$ cat config.mk
export PLATFORM = sky130hd
export DESIGN_NAME = parity_err_logger
export DESIGN_NICKNAME = d
export VERILOG_FILES = /design/src/rtl/parity_pkg.sv /design/src/rtl/perr_log_fifo.sv /design/src/rtl/parity_err_logger.sv
export SDC_FILE = /design/constraint.sdc
export NUM_CORES = 1
export LEC_CHECK = 0
export CORE_MARGIN = 4
export CORE_UTILIZATION = 44
export CTS_BUF_LIST = sky130_fd_sc_hd__clkbuf_8
export DETAILED_ROUTE_END_ITERATION = 7
export PLACE_DENSITY = 0.83
export SYNTH_ARGS = -nofsm -noshare
export SYNTH_HDL_FRONTEND = slang
export SYNTH_SLANG_ARGS = --single-unit
export TNS_END_PERCENT = 100
$ cat constraint.sdc
create_clock -name clock -period 2.2 [get_ports clock]
set_input_delay 0.33 -clock clock [delete_from_list [all_inputs] [get_ports clock]]
set_output_delay 0.33 -clock clock [all_outputs]
set_load 0.005 [all_outputs]
$ cat src/rtl/parity_pkg.sv
// Shared definitions for the parity error logger: map width, event entry layout,
// RAM index bases and the new-bit encoding helpers.
package parity_pkg;

    localparam int MXRAM = 49;

    localparam int EVT_W         = 19;
    localparam int EVT_BXN_LSB   = 0;
    localparam int EVT_BXN_MSB   = 11;
    localparam int EVT_IDX_LSB   = 12;
    localparam int EVT_IDX_MSB   = 17;
    localparam int EVT_MULTI_BIT = 18;

    localparam int RAM_CFEB0 = 0;
    localparam int RAM_RPC   = 42;
    localparam int RAM_MINI  = 47;

    // Scans from the top so the last hit written is the lowest set bit.
    function automatic logic [5:0] lowest_set_idx(input logic [MXRAM-1:0] map);
        logic [5:0] idx;
        idx = '0;
        for (int i = MXRAM - 1; i >= 0; i--) begin
            if (map[i]) begin
                idx = 6'(i);
            end
        end
        return idx;
    endfunction

    function automatic logic multi_bit(input logic [MXRAM-1:0] map);
        return (map & (map - 1'b1)) != '0;
    endfunction

endpackage

$ cat src/rtl/perr_log_fifo.sv
// First-word-fall-through event FIFO with a sticky overflow flag; a push into a
// full FIFO is accepted only when a pop frees a slot in the same cycle.
module perr_log_fifo
    import parity_pkg::*;
#(
    parameter int W     = EVT_W,
    parameter int DEPTH = 8
) (
    input  logic                       clk_i,
    input  logic                       rst_n_i,
    input  logic                       clr_i,
    input  logic                       push_i,
    input  logic [W-1:0]               wdata_i,
    input  logic                       pop_i,
    output logic                       empty_o,
    output logic [W-1:0]               rdata_o,
    output logic [$clog2(DEPTH):0]     wcnt_o,
    output logic                       ovf_o
);

    localparam int AW = $clog2(DEPTH);
    localparam logic [AW:0] FULL_CNT = (AW + 1)'(DEPTH);

    logic [W-1:0]  mem [DEPTH];
    logic [AW-1:0] wptr_q, rptr_q;
    logic [AW:0]   cnt_q;
    logic          ovf_q;
    logic          do_pop, do_push;

    assign do_pop  = pop_i && (cnt_q != '0);
    assign do_push = push_i && ((cnt_q != FULL_CNT) || do_pop);

    always_ff @(posedge clk_i or negedge rst_n_i) begin
        if (!rst_n_i) begin
            wptr_q <= '0;
            rptr_q <= '0;
            cnt_q  <= '0;
            ovf_q  <= 1'b0;
        end else if (clr_i) begin
            wptr_q <= '0;
            rptr_q <= '0;
            cnt_q  <= '0;
            ovf_q  <= 1'b0;
        end else begin
            if (do_push) begin
                wptr_q <= wptr_q + 1'b1;
            end
            if (do_pop) begin
                rptr_q <= rptr_q + 1'b1;
            end
            cnt_q <= cnt_q + {{AW{1'b0}}, do_push} - {{AW{1'b0}}, do_pop};
            if (push_i && !do_push) begin
                ovf_q <= 1'b1;
            end
        end
    end

    // Storage carries no reset; the read port is masked while empty.
    always_ff @(posedge clk_i) begin
        if (do_push && !clr_i) begin
            mem[wptr_q] <= wdata_i;
        end
    end

    assign empty_o = (cnt_q == '0);
    assign rdata_o = empty_o ? '0 : mem[rptr_q];
    assign wcnt_o  = cnt_q;
    assign ovf_o   = ovf_q;

endmodule

$ cat src/rtl/parity_err_logger.sv
// Parity error logger: saturating error count, first-error snapshot and, when
// PARITY_EVENT_LOG_EN is defined, a per-RAM event FIFO; otherwise log_* are tied off.
module parity_err_logger #(
    parameter int MXRAM     = parity_pkg::MXRAM,
    parameter int LOG_DEPTH = 8,
    parameter int CNT_W     = 16
) (
    input  logic                              clock,
    input  logic                              global_reset_n,
    input  logic                              perr_reset,
    input  logic                              perr_en,
    input  logic                              perr_pulse,
    input  logic [MXRAM-1:0]                  perr_ram_ff,
    input  logic [11:0]                       bxn_counter,
    input  logic                              log_rd,
    output logic [CNT_W-1:0]                  perr_count,
    output logic                              first_err_vld,
    output logic [MXRAM-1:0]                  first_err_map,
    output logic [11:0]                       first_err_bxn,
    output logic                              log_empty,
    output logic [parity_pkg::EVT_W-1:0]      log_rdata,
    output logic [$clog2(LOG_DEPTH):0]        log_wcnt,
    output logic                              log_ovf
);

    logic [CNT_W-1:0] perr_count_q, perr_count_d;
    logic             first_err_vld_q;
    logic [MXRAM-1:0] first_err_map_q;
    logic [11:0]      first_err_bxn_q;
    logic             snap_take;

    always_comb begin
        perr_count_d = perr_count_q;
        if (perr_en && perr_pulse && (perr_count_q != '1)) begin
            perr_count_d = perr_count_q + 1'b1;
        end
        snap_take = perr_en && (|perr_ram_ff) && !first_err_vld_q;
    end

    always_ff @(posedge clock or negedge global_reset_n) begin
        if (!global_reset_n) begin
            perr_count_q    <= '0;
            first_err_vld_q <= 1'b0;
            first_err_map_q <= '0;
            first_err_bxn_q <= '0;
        end else if (perr_reset) begin
            perr_count_q    <= '0;
            first_err_vld_q <= 1'b0;
            first_err_map_q <= '0;
            first_err_bxn_q <= '0;
        end else begin
            perr_count_q <= perr_count_d;
            if (snap_take) begin
                first_err_vld_q <= 1'b1;
                first_err_map_q <= perr_ram_ff;
                first_err_bxn_q <= bxn_counter;
            end
        end
    end

    assign perr_count    = perr_count_q;
    assign first_err_vld = first_err_vld_q;
    assign first_err_map = first_err_map_q;
    assign first_err_bxn = first_err_bxn_q;

`ifdef PARITY_EVENT_LOG_EN
    logic [MXRAM-1:0]              prev_q, prev_d;
    logic [MXRAM-1:0]              new_bits;
    logic [parity_pkg::EVT_W-1:0]  evt;

    // prev follows the map only while enabled, mirroring the upstream clear.
    assign prev_d   = perr_en ? perr_ram_ff : '0;
    assign new_bits = perr_en ? (perr_ram_ff & ~prev_q) : '0;
    assign evt      = {parity_pkg::multi_bit(new_bits),
                       parity_pkg::lowest_set_idx(new_bits),
                       bxn_counter};

    always_ff @(posedge clock or negedge global_reset_n) begin
        if (!global_reset_n) begin
            prev_q <= '0;
        end else if (perr_reset) begin
            prev_q <= '0;
        end else begin
            prev_q <= prev_d;
        end
    end

    perr_log_fifo #(
        .W     (parity_pkg::EVT_W),
        .DEPTH (LOG_DEPTH)
    ) u_log_fifo (
        .clk_i   (clock),
        .rst_n_i (global_reset_n),
        .clr_i   (perr_reset),
        .push_i  (|new_bits),
        .wdata_i (evt),
        .pop_i   (log_rd),
        .empty_o (log_empty),
        .rdata_o (log_rdata),
        .wcnt_o  (log_wcnt),
        .ovf_o   (log_ovf)
    );
`else
    logic unused_log_rd;
    assign unused_log_rd = log_rd;

    assign log_empty = 1'b1;
    assign log_rdata = '0;
    assign log_wcnt  = '0;
    assign log_ovf   = 1'b0;
`endif

endmodule
==> summary.md, run 1 <==
| Metric | Value |
|---|---|
| Status | completed |
| CTS tree | done |
| Post-synth top area cell | dfrtp_1 |
| CTS sink cnt | between 70 and 80 |
| Design area | 5840 um^2 |
| Max frequency | between 400 and 500 MHz |
| Post-DP HPWL | approximately 8400 um |
| Cells taking the most area after synthesis | dfrtp_1, o32ai_1, nand2_1, inv_1, buf_4 |
| Avg Inst Size Synth | roughly 9.5 um^2 |
| Die ar. | ~11000 um^2 |
| CP Max Fanout | 38 |
| Hold Vio Cnt, Final | 0 |
| Number of flops mapped to enable cells by yosys | 0 |
| Number of global-route vias before repair | roughly 3700 |
| Synth top area share | 0.489 |
| Critical path class | input pin to flip-flop |
| Pwr Total | ~3.5 mW |
| CTS root buffer | clkbuf_8 |
| Die height | a little over 100 um |
| Unique cell type count in the Yosys netlist | 38 |
| Cell count of the worst reg-to-reg path | 5 |
| GRT overflow | 0 |
| GRT Total Usage | 0.215 |
| DRC Markers | 0 |
| Final hold slack | between 0.4 and 0.5 ns |
| Worst setup slack for register-to-register paths | approximately 0.3 ns |
| Layout cells sized above 1 | 0.101 |
| Starting Density | 0.455 |
| Max clock buf depth | 2 |
| Synth async-reset ratio | 1.00 |
| WP data required | between 2 and 2.5 ns |
| Largest net degree at the start of global routing | 46 |
| Setup tns final | 0 ns |
| Most common library cells after synthesis | dfrtp_1, nand2_1, inv_1, o32ai_1, buf_4 |
| Antenna-violating nets left | 0 |
| Layout Nets | 637 |
| Final antenna diode count | 0 |
| # setup viols final | 0 |
| Site row count | 34 |
| Hold Crit Class | input pin to asynchronous set/reset pin |
| Leakage dissipation | about 2.5 nW |
| Reg clk slew, reported paths | 0.08 ns |
| Register area share after synthesis | 0.489 |
| Drt first pass iters | 4 |
| First-pass GRT wire length | between 15000 and 20000 um |
| Core ar. | between 8000 and 9000 um^2 |
| Gate Count Post-Synth | 420 |
| Cell with the most instances after synthesis | dfrtp_1 |
| Final min period | about 2.2 ns |
| Max cap viols | 0 |
| Clock Skews | between 0.009 and 0.01 ns |
| H-tree depth | 3 |
| Worst r2r src | perr_count[1] |
| I/O pins | 170 |
| Port Buffer Count | between 100 and 150 |
| Worst-skew pair later-pin latency | about 0.34 ns |
| Placed Instance Area | ~5500 um^2 |
| Iter 0 DRT Violations | roughly 250 |
| DR vias | between 3000 and 4000 |
| Period utilization | 0.981 |
| DRT Wirelength | between 10000 and 15000 um |
| Clock buffer count from CTS | 9 |
| Gpl congestion | around 0.85 |
| Initial antenna violation count | 0 |
| Fill cells | about 700 |
| Max IR drop VDD | 0.287 mV |
| Top_reg_cell synth | dfrtp_1 |
| Pins Over Slew Limit | 0 |
| R2r endpoint | perr_count[12] |
| Critical Path AT | 2.36 ns |
| Startpoint types | input pin |
| Pwr dens | ~590 nW/um^2 |
| Cell count after placement | 664 |
| #FFs+latches synth | a little under 80 |
| CP endpoint kind | flip-flop |
| Area grow syn2layout | 46.5% |
| Layout Cells excl Fill | around 680 |
| Synth Cell Area | between 3000 and 4000 um^2 |
| Synth Warn # | 0 |
| Via density | about 5.5 |
| DR WL/cell | 17.1 um |
| Die Span X | between 100 and 150 um |
-- metal layers --
metal / routed length [um] / vias to the layer above / GRT usage
li1: - / 1747 / -
met4: 131 / 0 / 0.0637
met1: 4690 / 1816 / 0.276
met5: 0 / - / 0
met2: 5910 / 163 / 0.371
met3: 935 / 14 / 0.0389
-- cells in the final DEF, fill, tap and decap left out, types with 2 or more instances in the layout --
| master | n |
|---|---|
| a21oi_1 | 13 |
| a31oi_1 | 2 |
| and3_1 | 3 |
| and4_1 | 2 |
| buf_12 | 5 |
| buf_4 | 21 |
| bufinv_16 | 3 |
| clkbuf_8 | 10 |
| clkdlybuf4s50_1 | 142 |
| conb_1 | 25 |
| dfrtp_1 | 78 |
| inv_1 | 65 |
| nand2_1 | 70 |
| nand3_1 | 7 |
| nand4_1 | 5 |
| nor2_1 | 4 |
| nor2b_1 | 4 |
| nor3_1 | 7 |
| nor4_1 | 8 |
| nor4_2 | 5 |
| o21ai_0 | 3 |
| o31ai_1 | 5 |
| o32ai_1 | 54 |
| o32ai_2 | 7 |
| or3_1 | 3 |
| or4_1 | 6 |
-- metrics by stage --
step / util / worst slack (ns)
2_1_floorplan: - / 0.353
3_3_place_gp: 0.632 / -0.316
3_5_place_dp: 0.632 / -0.428
4_1_cts: 0.662 / 0.0121
5_1_grt: 0.667 / -0.0324
6_report: 0.667 / 0.0421
-- worst max-delay path, cell delays in order --
cell and delay, ns:
clkdlybuf4s50_1 0.45, nor4_2 0.31, buf_4 0.15, nand4_1 0.08
buf_4 0.18, o41ai_4 0.45, buf_12 0.27, o32ai_1 0.13
-- report_power, final --
group,total [mW],internal (mW),switching (mW)
clock,1.31,0.783,0.531
sequential,1.55,1.50,0.0452
combinational,0.602,0.331,0.271
-- logic make-up after synthesis --
logic type / count (synthesis) / share of synthesized area
compound gates: 91 / 0.197
flops: 78 / 0.489
buf+inv: 119 / 0.149
simple gates: 127 / 0.155
mux: 2 / 0.00533
fa+ha+maj: 1 / 0.00314
other cells: 2 / 0.00188
-- area by class of cell --
cell class	count	area [um^2]	area share
sequential	78	1950	0.334
tap	108	135	0.0231
timing repair buffer	169	1690	0.289
inverter	65	244	0.0417
multi-input combinational	246	1580	0.270
clock inverter	6	110	0.0188
clock buffer	10	138	0.0235
-- registers in the layout, indices dropped and copies added, names as in the netlist --
signal	flops
first_err_map	49
perr_count	16
first_err_bxn	12
first_err_vld	1
-- worst max-delay path by stage --
stage / from / end / slack, ns / cells after the start
floorplan: perr_ram_ff[22] / first_err_map[34] / 0.35 / 5
global placement: perr_ram_ff[38] / first_err_map[24] / -0.32 / 6
detailed placement: perr_ram_ff[38] / first_err_map[7] / -0.43 / 6
CTS: perr_ram_ff[38] / first_err_map[7] / 0.01 / 7
global route: perr_ram_ff[9] / first_err_map[14] / -0.03 / 8
finish: perr_ram_ff[9] / first_err_map[14] / 0.04 / 8
-- what timing repair did --
item	4_1_cts	5_1_grt
pin swaps	1	2
hold buffers	1	0
setup endpoints to repair	21	62
endpoints found under the hold margin	33	0
buffers inserted	1	0
gates resized for setup	0	6
Power figures use the tool's default switching activity.
==> run 2: changes to the inputs <==
--- a/config.mk
+++ b/config.mk
@@ -9,6 +9,7 @@
 export CORE_UTILIZATION = 44
 export CTS_BUF_LIST = sky130_fd_sc_hd__clkbuf_8
 export DETAILED_ROUTE_END_ITERATION = 7
+export GPL_TIMING_DRIVEN = 0
 export PLACE_DENSITY = 0.83
 export SYNTH_ARGS = -nofsm -noshare
 export SYNTH_HDL_FRONTEND = slang
==> constraint.sdc (replaced) <==
create_clock -name clock -period 2.15 [get_ports clock]
set_input_delay 0.3225 -clock clock [delete_from_list [all_inputs] [get_ports clock]]
set_output_delay 0.3225 -clock clock [all_outputs]
set_load 0.005 [all_outputs]
==> run 2 against run 1 <==
  * Critical path depth down 2
  * Critical path type unchanged
  * Sequential share of layout area down 0.84 points
  * Setup slack better by 0.010 ns
  * Routed wire length up 4.6%
  * Non-clock buffer count up 34
  * Design area up 2.6%
  * Sequential power about the same
  * Global-route usage up 1.4 points
  * Count of clock-buffer cells in the layout unchanged
  * Largest cell class unchanged
  * Die area unchanged
  * Total power up 2.2%
  * Via count up 4.8%
==> summary.md, run 2 (synthesized netlist as in run 1, its figures left out) <==
| Metric | Value |
|---|---|
| CTS tree | done |
| Delay-heaviest family, CP | compound AO/OA/AOI/OAI gates |
| Fill cells | 699 (+0.29%) |
| CP endpoint kind | flip-flop |
| Max reg flops | 49 (unchanged) |
| Max frequency | between 400 and 500 MHz |
| Startpoint types | input pin |
| Iter 0 DRT Violations | 149 (-41%) |
| Largest net degree at the start of global routing | 45 (-2.2%) |
| Layout Cells excl Fill | 715 (+4.8%) |
| Layout Nets | 671 (+5.3%) |
| Most common cell after layout, fill and taps aside | clkdlybuf4s50_1 |
| Setup tns final | 0 ns (unchanged) |
| Critical path class | input pin to flip-flop |
| CP max stage delay | 0.58 ns (+0.13 ns) |
| Initial antenna violation count | 0 (unchanged) |
| Clock Skews | 0.00662 ns (-0.00242 ns) |
| Antenna-violating nets left | 0 (unchanged) |
| Clk pwr share | 0.370 (-0.009) |
| First-pass GRT wire length | 18900 um (+5.6%) |
| Cell count after placement | 695 (+4.7%) |
| Pins Over Slew Limit | 0 (unchanged) |
| Most frequent cells in the layout | clkdlybuf4s50_1, dfrtp_1, nand2_1 |
| Final antenna diode count | 0 (unchanged) |
| DRT Wirelength | 12200 um (+4.6%) |
| CTS root buffer | clkbuf_8 |
| Clock buffer count from CTS | 9 (unchanged) |
| Final hold slack | 0.465 ns (-0.0133 ns) |
| Die Span X | 103 um (unchanged) |
| Pwr Total | 3.54 mW (+2.2%) |
| Worst-skew pair later-pin latency | 0.35 ns (about the same) |
| Reg clk slew, reported paths | 0.07 ns (about the same) |
| # setup viols final | 0 (unchanged) |
| Die ar. | 10700 um^2 (unchanged) |
| DR WL/cell | 17.1 um (-0.20%) |
| Number of global-route vias before repair | 3837 (+5.0%) |
| CP Cell Sequence | clkdlybuf4s50_1, nor4_1, nand4_1, o41a_1, buf_2, o32ai_1 |
| Layout cells sized above 1 | 0.130 (+0.0291) |
| Worst-Margin Slew | ~1.0 ns |
| Hold Vio Cnt, Final | 0 (unchanged) |
| Setup WS pre-CTS | -0.633 ns (-0.205 ns) |
| Pwr dens | 591 nW/um^2 (-0.38%) |
| Via density | 5.48 (about the same) |
| PnR worst setup slack | 0.0523 ns (+0.0102 ns) |
| Max IR drop VDD | 0.414 mV (+44%) |
| Gpl congestion | 0.847 (-0.26%) |
| Internal power | 2.68 mW (+2.6%) |
| Port Buffer Count | 143 (unchanged) |
| Max clock buf depth | 2 (unchanged) |
| CTS sink cnt | 78 (unchanged) |
| GRT overflow | 0 (unchanged) |
| Design area | 5990 um^2 (+2.6%) |
| Period utilization | 0.976 |
| Hold Crit Class | input pin to asynchronous set/reset pin |
| Die height | 103 um (unchanged) |
| Final Util | 0.684 (+0.0171) |
| Combinational share of power | 0.182 (+0.008) |
| Core ar. | 8760 um^2 (unchanged) |
| DR vias | 3921 (+4.8%) |
| Net Sw Power | 0.856 mW (+0.95%) |
| Buf/Inv on CP | 2 (-2) |
| Slowest CP cell | o41a_1 |
| Drt first pass iters | 5 (+1) |
| DRC Markers | 0 (unchanged) |
| Worst slew margin | 0.299 |
| GRT Total Usage | 0.228 (+0.0136) |
| Starting Density | 0.455 (unchanged) |
| Site row count | 34 (unchanged) |
| H-tree depth | 3 (unchanged) |
| RSZ-0062 raised after global routing | true |
| Worst setup slack for register-to-register paths | 0.13 ns (-0.17 ns) |
| Post-DP HPWL | 9010 um (+6.6%) |
| Leakage dissipation | 2.65 nW (+4.4%) |
| Critical Path AT | 2.33 ns (-0.03 ns) |
| Area grow syn2layout | 50.2% |
| Sw frac | 0.242 (-0.00295) |
| WP data required | 2.38 ns (-0.03 ns) |
| I/O pins | 170 (unchanged) |
| Final min period | 2.10 ns |
| Placed Instance Area | 5660 um^2 (+2.2%) |
| Max cap viols | 0 (unchanged) |
| CP Max Fanout | 10 (-74%) |
| Status | completed |
| Sequential Power Share | 0.448 (about the same) |
-- run 2: cell count changes in the layout (fill, tap and decap cells not counted), sizes merged --
cell and change:
clkbuf +15, buf +19, clkinvlp -1
-- run 2: worst register-to-register path, stage by stage (launching register included) --
cell and delay (ns):
dfrtp_1 0.50, nand4_1 0.20, nor4_1 0.91, or4_1 0.22, a21oi_1 0.07
-- run 2: metal layers --
metal / track usage / up-vias / part of all wire
met5: 0 / - / 0
met4: 0.0687 / 0 / 0.017
met3: 0.0590 / 21 / 0.094
met2: 0.393 / 196 / 0.50
met1: 0.283 / 1891 / 0.39
li1: - / 1813 / -
-- run 2: cell type report --
class / instances / area (um^2) / area share
sequential: 78 / 1950 / 0.326
multi-input combinational: 246 / 1580 / 0.263
timing repair buffer: 150 / 1500 / 0.250
buffer: 53 / 354 / 0.0591
inverter: 65 / 244 / 0.0407
clock buffer: 10 / 138 / 0.0230
tap: 108 / 135 / 0.0225
clock inverter: 5 / 98.8 / 0.0165
-- run 2: path summary, 6_finish.rpt --
check	to	cells past startpoint	from
worst max-delay path	first_err_map[24]	6	perr_ram_ff[42]
worst min-delay path	perr_count[6]	2	global_reset_n
worst max register to register	perr_count[8]	4	perr_count[5]
worst min register to register	first_err_bxn[9]	2	first_err_bxn[9]
max in group asynchronous	first_err_map[25]	3	global_reset_n
min in group clock	first_err_bxn[3]	3	bxn_counter[3]
-- run 2: power by group through the flow --
stage	clock (mW)	sequential (mW)	combinational [mW]
final	1.31	1.58	0.645
after global routing	1.39	1.59	0.703
after CTS	1.33	1.58	0.640
after detailed placement	0	1.61	0.631
after global placement	0	1.61	0.611
after floorplan	0	1.61	0.244
-- run 2: what timing repair did --
item                       4_1_cts  5_1_grt
hold endpoints to repair        34        0
pin swaps                        3        2
gates resized for setup          4       12
buffers inserted                 4        1
hold buffers                     1        0
setup endpoints to repair       62       48
==> RTL edit (flow settings as in run 1) <==
The parameter `CNT_W` goes from 16 to 32.
--- a/src/rtl/parity_err_logger.sv
+++ b/src/rtl/parity_err_logger.sv
@@ -4,5 +4,5 @@
     parameter int MXRAM     = parity_pkg::MXRAM,
     parameter int LOG_DEPTH = 8,
-    parameter int CNT_W     = 16
+    parameter int CNT_W     = 32
 ) (
     input  logic                              clock,
Interface: changed (resized perr_count); port bits go from 170 to 186. No check against the original RTL was run, so the function may have changed too.
==> RTL edit against run 1 <==
  * Power is 5.4% higher
  * Setup slack worse by 0.0078 ns
  * Non-clock buffer count is 52 higher
  * Routed wire length is 19% higher
  * Sequential share of layout area is 0.85 points higher
  * Clock skew is 0.0013 ns higher
  * Critical path depth is 2 higher
  * Synthesized area is 10% higher
  * Final area is 18% higher
  * Clock power is 8% lower
  * Sequential cell count is 16 higher
  * Highest routed layer unchanged
==> RTL edit: results (changes against run 1) <==
Parameter                              Value

Pwr
  Reported leakage power ... 3.082 nW (was 2.538 nW)
  Max rail drop VDD ... 0.2926 mV (was 0.2873 mV)
  Sequential cell power ... 1.84 mW (was 1.55 mW)

Min path
  Worst hold path class ... input port to flip-flop (was input port to asynchronous set/reset pin)

Finish
  Invs w/o clock ... 4 (was 65)
  Layout Utilization ... 70.67% (was 66.69%)
  Portion of the layout cell area used by non-clock buffers ... 32.98% (was 28.90%)
  Clk tree area frac ... 2.930% (was 4.239%)
  Multi-input logic area ... 1871 um2 (was 1577 um2)

Outcome
  Run status ... finished clean (unchanged)

Place
  Port Buffers ... 159 (was 143)
  Final weighted congestion of routability-driven global placement ... 0.8469 (was 0.8489)

Clock tree
  Post-cts sizing count ... 33 (was 0)
  Post CTS Setup Buffer Count ... 3 (was 1)

Logic synthesis
  Flop and latch count out of synthesis ... 94 (was 78)
  Share of the synthesized netlist area taken by xor and xnor gates ... 1.196% (was 0%)
  Proportion of synthesized area in mux cells ... 1.025% (was 0.5331%)
  Compound-cell area share of the yosys netlist ... 19.13% (was 19.66%)
  Dominant cells by area after synthesis ... dfrtp_1 (54%), a22o_1 (12%), buf_4 (4.4%) (was dfrtp_1 (49%), o32ai_1 (12%), nand2_1 (6.7%))
  Mean instance size in the synthesized netlist ... 11.41 um2 (was 9.500 um2)

Die
  Tapcell Cnt ... 133 (was 108)

GRT
  Wire length of the first global-routing pass ... 21.42 mm (was 17.91 mm)
  Overall routing resource usage ... 23.42% (was 21.47%)

Drt
  DR iter-0 viols ... 299 (was 252)
  Vias ... 4024 (was 3740)

Worst setup path
  Largest incremental delay on the critical path ... 0.57 ns (was 0.45 ns)
==> RTL edit: cell count changes after synthesis, sizes merged, moves of 7 or more <==
cell    delta
nand2     -56
inv       -61
o32ai     -61
dfrtp     +16
clkbuf    -10
nor2      +19
nand3      +7
or4        +9
a22o      +60
nand4      +7
a21oi      +9
==> RTL edit: cell families (layout without fill, tap and decap cells) <==
| logic type | Yosys count | after routing |
|---|---|---|
| adders and majority gates | 1 | 1 |
| AOI/OAI and AO/OA | 109 | 109 |
| muxes | 4 | 4 |
| buffers and inverters | 51 | 241 |
| DFF | 94 | 94 |
| and+or+nand+nor | 118 | 118 |
| xor gates and xnor gates | 6 | 6 |
| other | 2 | 25 |
==> RTL edit: routing by layer <==
metal | track usage [%] | vias up | share of wire [%]
li1 | - | 1829 | -
met1 | 31.45 | 2010 | 42
met2 | 39.03 | 171 | 51
met3 | 3.761 | 14 | 6.5
met4 | 7.574 | 0 | 1.3
met5 | 0 | - | 0
==> RTL edit: worst max path at each step <==
stage                                    startpoint                             to  slack (ns)  cells after the start
after floorplan           perr_count[0]$_DFFE_PN0P_     perr_count[22]$_DFFE_PN0P_        0.12                      6
after global placement              perr_ram_ff[37]   first_err_bxn[2]$_DFFE_PN0P_       -0.58                      9
after detailed placement            perr_ram_ff[37]  first_err_map[42]$_DFFE_PN0P_       -0.63                      9
after CTS                            perr_ram_ff[0]   first_err_map[8]$_DFFE_PN0P_       0.001                     10
after global routing                perr_ram_ff[17]   first_err_bxn[0]$_DFFE_PN0P_       -0.03                     10
final                               perr_ram_ff[47]  first_err_map[38]$_DFFE_PN0P_        0.03                     10
==> RTL edit: critical path, delay by kind of cell <==
kind	cells	cell delay (ns)
and+or+nand+nor	3	1.04
AOI/OAI and AO/OA	2	0.30
buffers and inverters	5	0.79
